--- config.mk ---
export PLATFORM = sky130hd
export DESIGN_NAME = scan_chain_ctrl_flat
export DESIGN_NICKNAME = d
export VERILOG_FILES = /design/src/rtl/scan_chain_ctrl_if.sv /design/src/rtl/scan_chain_ctrl.sv /design/src/flat_wrapper.sv
export SDC_FILE = /design/constraint.sdc
export NUM_CORES = 1
export LEC_CHECK = 0
export BUFFER_PORTS_ARGS = -buffer_cell sky130_fd_sc_hd__buf_4
export CORE_UTILIZATION = 25
export CTS_BUF_LIST = sky130_fd_sc_hd__clkbuf_8
export CTS_CLUSTER_DIAMETER = 30
export DETAILED_ROUTE_END_ITERATION = 8
export PLACE_DENSITY_LB_ADDON = 0.25
export SLEW_MARGIN = 20
export SYNTH_ARGS = -nofsm -noshare
export SYNTH_HDL_FRONTEND = slang
export SYNTH_SLANG_ARGS = --single-unit
--- constraint.sdc ---
create_clock -name clk -period 3.3 [get_ports clk]
set_clock_uncertainty 0.1 [all_clocks]
set_input_delay 0.33 -clock clk [delete_from_list [all_inputs] [get_ports clk]]
set_output_delay 0.33 -clock clk [all_outputs]
set_load 0.01 [all_outputs]
--- src/rtl/scan_chain_ctrl_if.sv ---
// Host-side command/response channel of the scan chain controller.
// The host is the master and the controller is the slave.
interface scan_chain_ctrl_if #(
   parameter int DW = 8
);
   logic          cmd_valid;
   logic          cmd_ready;
   logic [1:0]    cmd_op;
   logic [DW-1:0] cmd_arg;
   logic          rsp_valid;
   logic          rsp_ready;
   logic [DW-1:0] rsp_data;

   modport master (
      output cmd_valid, cmd_op, cmd_arg, rsp_ready,
      input  cmd_ready, rsp_valid, rsp_data
   );

   modport slave (
      input  cmd_valid, cmd_op, cmd_arg, rsp_ready,
      output cmd_ready, rsp_valid, rsp_data
   );
endinterface

--- src/rtl/scan_chain_ctrl.sv ---
// Scan chain sequencer: shifts data through the core's scan chain,
// single-steps, free-runs or halts the core on host byte commands.
module scan_chain_ctrl #(
   parameter int DW        = 8,
   parameter bit RESET_RUN = 1'b0
) (
   input  logic            clk,
   input  logic            rst,
   scan_chain_ctrl_if.slave bus,
   output logic            scan_en,
   output logic            scan_in,
   input  logic            scan_out,
   output logic            core_ena,
   output logic            busy
);

   localparam int CW = DW + 1;

   localparam logic [1:0] OP_SHIFT = 2'b00;
   localparam logic [1:0] OP_STEP  = 2'b01;
   localparam logic [1:0] OP_FREE  = 2'b10;
   localparam logic [1:0] OP_HALT  = 2'b11;

   typedef enum logic [2:0] {
      S_IDLE,
      S_FREE,
      S_SHIFT,
      S_STEP,
      S_RESP
   } state_t;

   localparam state_t S_RST = RESET_RUN ? S_FREE : S_IDLE;

   state_t        state_q;
   state_t        state_d;
   logic [1:0]    op_q;
   logic [1:0]    op_d;
   logic [CW-1:0] cnt_q;
   logic [DW-1:0] tx_q;
   logic [DW-1:0] rx_q;
   logic          accept;
   logic          last;

   logic ready_d;
   logic rsp_valid_d;
   logic scan_en_d;
   logic core_ena_d;
   logic busy_d;

   assign accept = bus.cmd_valid & bus.cmd_ready;
   assign last   = (cnt_q == CW'(1));
   assign op_d   = accept ? bus.cmd_op : op_q;

   always_ff @(posedge clk or posedge rst) begin
      if (rst) begin
         state_q <= S_RST;
      end else begin
         state_q <= state_d;
      end
   end

   always_comb begin
      state_d = state_q;
      unique case (state_q)
         S_IDLE, S_FREE: begin
            if (accept) begin
               unique case (bus.cmd_op)
                  OP_SHIFT: state_d = S_SHIFT;
                  OP_STEP:  state_d = S_STEP;
                  OP_FREE:  state_d = S_RESP;
                  OP_HALT:  state_d = S_RESP;
                  default:  state_d = S_RESP;
               endcase
            end
         end
         S_SHIFT, S_STEP: begin
            if (last) state_d = S_RESP;
         end
         S_RESP: begin
            if (bus.rsp_ready) begin
               state_d = (op_q == OP_FREE) ? S_FREE : S_IDLE;
            end
         end
         default: state_d = S_RST;
      endcase
   end

   // Outputs are registered, so decode them from the state being entered.
   always_comb begin
      ready_d     = (state_d == S_IDLE) || (state_d == S_FREE);
      rsp_valid_d = (state_d == S_RESP);
      scan_en_d   = (state_d == S_SHIFT);
      core_ena_d  = (state_d == S_FREE) || (state_d == S_STEP) ||
                    ((state_d == S_RESP) && (op_d == OP_FREE));
      busy_d      = (state_d == S_SHIFT) || (state_d == S_STEP) ||
                    (state_d == S_RESP);
   end

   always_ff @(posedge clk or posedge rst) begin
      if (rst) begin
         bus.cmd_ready <= 1'b1;
         bus.rsp_valid <= 1'b0;
         scan_en       <= 1'b0;
         core_ena      <= RESET_RUN;
         busy          <= 1'b0;
      end else begin
         bus.cmd_ready <= ready_d;
         bus.rsp_valid <= rsp_valid_d;
         scan_en       <= scan_en_d;
         core_ena      <= core_ena_d;
         busy          <= busy_d;
      end
   end

   always_ff @(posedge clk or posedge rst) begin
      if (rst) begin
         op_q         <= OP_SHIFT;
         cnt_q        <= '0;
         tx_q         <= '0;
         rx_q         <= '0;
         scan_in      <= 1'b0;
         bus.rsp_data <= '0;
      end else if (accept) begin
         op_q <= bus.cmd_op;
         unique case (bus.cmd_op)
            OP_SHIFT: begin
               cnt_q   <= CW'(DW);
               scan_in <= bus.cmd_arg[0];
               tx_q    <= bus.cmd_arg >> 1;
            end
            OP_STEP: begin
               cnt_q <= (bus.cmd_arg == '0) ? {1'b1, {DW{1'b0}}}
                                            : {1'b0, bus.cmd_arg};
            end
            default: begin
               bus.rsp_data <= {{(DW-2){1'b0}}, bus.cmd_op};
            end
         endcase
      end else if (state_q == S_SHIFT) begin
         // Tail bit is sampled before the chain shifts; LSB arrives first.
         rx_q    <= {scan_out, rx_q[DW-1:1]};
         cnt_q   <= cnt_q - CW'(1);
         tx_q    <= tx_q >> 1;
         scan_in <= last ? 1'b0 : tx_q[0];
         if (last) bus.rsp_data <= {scan_out, rx_q[DW-1:1]};
      end else if (state_q == S_STEP) begin
         cnt_q <= cnt_q - CW'(1);
         if (last) bus.rsp_data <= {{(DW-2){1'b0}}, op_q};
      end
   end

endmodule

--- src/flat_wrapper.sv ---
// flat-port wrapper written by rule: the top's interface ports become plain ports
module scan_chain_ctrl_flat 
#(
   parameter int DW        = 8,
   parameter bit RESET_RUN = 1'b0
)
  (clk, rst, scan_en, scan_in, scan_out, core_ena, busy, bus_cmd_valid, bus_cmd_op, bus_cmd_arg, bus_rsp_ready, bus_cmd_ready, bus_rsp_valid, bus_rsp_data);
  scan_chain_ctrl_if #(.DW(DW)) bus_i ();
  input  logic clk;
  input  logic rst;
  output logic scan_en;
  output logic scan_in;
  input  logic scan_out;
  output logic core_ena;
  output logic busy;
  input wire logic [$bits(bus_i.cmd_valid)-1:0] bus_cmd_valid;
  input wire logic [$bits(bus_i.cmd_op)-1:0] bus_cmd_op;
  input wire logic [$bits(bus_i.cmd_arg)-1:0] bus_cmd_arg;
  input wire logic [$bits(bus_i.rsp_ready)-1:0] bus_rsp_ready;
  output wire logic [$bits(bus_i.cmd_ready)-1:0] bus_cmd_ready;
  output wire logic [$bits(bus_i.rsp_valid)-1:0] bus_rsp_valid;
  output wire logic [$bits(bus_i.rsp_data)-1:0] bus_rsp_data;
  assign bus_i.cmd_valid = bus_cmd_valid;
  assign bus_i.cmd_op = bus_cmd_op;
  assign bus_i.cmd_arg = bus_cmd_arg;
  assign bus_i.rsp_ready = bus_rsp_ready;
  assign bus_cmd_ready = bus_i.cmd_ready;
  assign bus_rsp_valid = bus_i.rsp_valid;
  assign bus_rsp_data = bus_i.rsp_data;
  scan_chain_ctrl #(.DW(DW), .RESET_RUN(RESET_RUN)) u_core (.clk(clk), .rst(rst), .bus(bus_i), .scan_en(scan_en), .scan_in(scan_in), .scan_out(scan_out), .core_ena(core_ena), .busy(busy));
endmodule
==> flow_metrics.env <==
export IMPL_cts_sink_count=42
export IMPL_clk_pin_slew_ps=80
export IMPL_dp_hpwl_mm=3.58
export IMPL_peakVddDrop_uv=279
export IMPL_synthArstFlopShare=1.00
export IMPL_track_usage=0.123
export IMPL_dieArea_um2=8910
export IMPL_synth_edf_count=0
export IMPL_slew_headroom=0.463
export IMPL_grt_pass1_wl_mm=8.33
export IMPL_synth_top_cells_by_area="dfrtp_1 48%, nand2_1 11%, mux2_4 4.9%"
export IMPL_gp_congestion=0.802
export IMPL_yosysSeqAreaShare=0.493
export IMPL_crit_end="u_core.bus.rsp_data[1]$_DFFE_PP0P_"
export IMPL_diodes=0
export IMPL_rows=33
export IMPL_drive_above_1_share=0.239
export IMPL_post_route_drc_count=0
export IMPL_synth_nets=227
export IMPL_r2r_cells=3
export IMPL_nets=254
export IMPL_final_max_slew_violation_count=0
export IMPL_synth_top_area_share=0.481
export IMPL_max_freq_mhz=450
export IMPL_crit_type="reg -> reg"
export IMPL_grt_max_degree=24
export IMPL_tightest_slew_ps=804
export IMPL_postCtsSetupBuffers=0
export IMPL_die_w_um=94.4
export IMPL_ys_warn_count=0
export IMPL_synthCells=210
export IMPL_ctsHoldBuffers=0
export IMPL_power_uw=2380
export IMPL_endpoint_kind="register"
export IMPL_finalSetupTns_ps=0
export IMPL_grt_overflow=0
export IMPL_min_period_over_period=0.673
export IMPL_cts_root_buf="clkbuf_8"
export IMPL_synth_top_cell_by_area="dfrtp_1"
export IMPL_finalHoldViolCount=0
export IMPL_cts_buffer_depth=2
export IMPL_rsz0062_at_grt="no"
export IMPL_max_cap_violations=0
export IMPL_ant_nets=0
export IMPL_antenna_found_initial=0
export IMPL_worstSkewPairLatency_ps=290
export IMPL_setup_ws_ps=1080
export IMPL_cp_max_fo=16
export IMPL_ios=29
export IMPL_slowest_delay_ps=550
export IMPL_synth_ff_type="dfrtp_1"
export IMPL_cts_buffers=5
export IMPL_critPathSlowestCell="nor2b_1"
export IMPL_synth_area_um2=2130
export IMPL_cts_resized=0
export IMPL_start_util=0.260
export IMPL_drtIter0Drc=67
export IMPL_coreArea_um2=8220
export IMPL_first_global_vias=1619
export IMPL_die_height_um=94.4
export IMPL_rrSetupSlack_ps=1080
export IMPL_cp_start_kind="register"
export IMPL_status="complete, no violations"
export IMPL_r2r_end="u_core.bus.rsp_data[1]$_DFFE_PP0P_"
export IMPL_area_delta_synth_final_pct=18.7
export IMPL_cp_data_required_time_ps=3390
export IMPL_crit_arrival_ps=2320
export IMPL_setup_viol=0
export IMPL_vias=1686
export IMPL_cp_cell_sequence="nor2b_1 > a41oi_2 > o41ai_2"
export IMPL_drt_wl_total_mm=4.98
export IMPL_hp_class="in -> async"
export IMPL_powerDensity_nw_per_um2=940
export IMPL_cts_max_level=2
export IMPL_wire_per_inst_um=14.5
export IMPL_period_minus_slack_ps=2220
export IMPL_viasPerCell=4.92
export IMPL_ys_seq_elements=42
export IMPL_crit_start="u_core.state_q[1]$_DFF_PP0_"
export IMPL_post_place_ws_ps=1070
export IMPL_reg2reg_from="u_core.state_q[1]$_DFF_PP0_"
export IMPL_numPortBuffers=28
export IMPL_dpl_cell_area_um2=2420
export IMPL_syn_avg_cell_area_um2=10.2
export IMPL_leakage_uw=0.00120
export IMPL_ys_types=51
export IMPL_cts_tree="done"
export IMPL_dr_pass1_iters=4
export IMPL_final_cell_area_um2=2530
[layout by cell type (no fill, tap or decap), types with 3 or more instances in the layout]
cell | netlist | routed
nand2_1 | 60 | 60
dfrtp_1 | 41 | 41
buf_4 | 2 | 30
o21ai_1 | 15 | 15
a21oi_1 | 8 | 8
mux2_4 | 7 | 7
inv_1 | 4 | 5
clkbuf_8 | 0 | 5
nor2_1 | 4 | 4
o21ai_0 | 4 | 4
a32oi_1 | 4 | 4
nor3b_1 | 3 | 3
nor3_1 | 3 | 3
nor4_1 | 3 | 3
a21o_1 | 3 | 3
[flip-flops by register name, summed over array words and instances (netlist names), 2 cells and up]
| register | flops |
|---|---|
| u_core.bus.rsp_data | 8 |
| u_core.cnt_q | 9 |
| u_core.rx_q | 7 |
| u_core.state_q | 3 |
| u_core.tx_q | 7 |
| u_core.op_q | 2 |
[worst min path at each step]
stage / slack, ps / end / start / cells past startpoint
6_report: 100 / u_core.scan_in$_DFFE_PP0P_ / rst / 2
5_1_grt: 160 / u_core.scan_en$_DFF_PP0_ / rst / 2
4_1_cts: 140 / u_core.scan_en$_DFF_PP0_ / rst / 2
3_5_place_dp: 370 / u_core.tx_q[6]$_DFFE_PP0P_ / u_core.tx_q[6]$_DFFE_PP0P_ / 1
3_3_place_gp: 360 / u_core.tx_q[6]$_DFFE_PP0P_ / u_core.tx_q[6]$_DFFE_PP0P_ / 1
2_1_floorplan: 350 / u_core.rx_q[1]$_DFFE_PP0P_ / u_core.rx_q[1]$_DFFE_PP0P_ / 2
[critical path: cells and delay by family (launching register included)]
kind | cells | cell delay [ps]
compound gates | 2 | 970
flops | 1 | 500
simple gates | 1 | 550
[cells in the mapped netlist, types with 2 or more instances]
master,count
nand3_1,2
nor4b_1,2
mux2_4,7
nand2b_1,2
a21oi_1,8
a21o_1,3
nor2b_1,2
a211o_1,2
buf_4,2
a32oi_1,4
nor3_1,3
nand2_1,60
nor2_1,4
nor4_1,3
buf_6,3
nor3b_1,3
o21ai_1,15
clkbuf_1,4
ha_1,2
o21ai_0,4
and4b_1,2
inv_1,4
dfrtp_1,41
[layout make-up]
class                      instances  area [um2]
fill                             849        5690
multi-input combinational        154         997
sequential                        42        1050
clock inverter                     3        41.3
tap                              105         131
inverter                           4        15.0
timing repair buffer              30         225
clock buffer                       5        68.8
[power by group]
part           switching (uW)  internal (uW)
logic                     557            486
clock network             176            223
registers                 195            743
total                     928           1450
[through the flow]
stage           util  hold WS [ps]  std cells
5_1_grt        0.308           164        343
2_1_floorplan      -           345        210
3_5_place_dp   0.295           369        335
3_3_place_gp   0.295           362        335
6_report       0.308          95.1        343
4_1_cts        0.308           137        343
[logic make-up (layout without fill, tap and decap cells)]
group,count (synthesis),in the layout,synth area share
compound gates,51,51,0.179
fa+ha+maj,2,2,0.0117
buf+inv,14,42,0.0393
flops,42,42,0.493
mux,8,8,0.0540
simple gates,93,93,0.222
[metal layers]
metal	vias up	wire, um	track usage
met5	-	0	0
met3	6	230	0.0282
li1	803	-	-
met1	840	2360	0.165
met4	0	56	0.0385
met2	37	2330	0.196
Power figures use the tool's default switching activity.
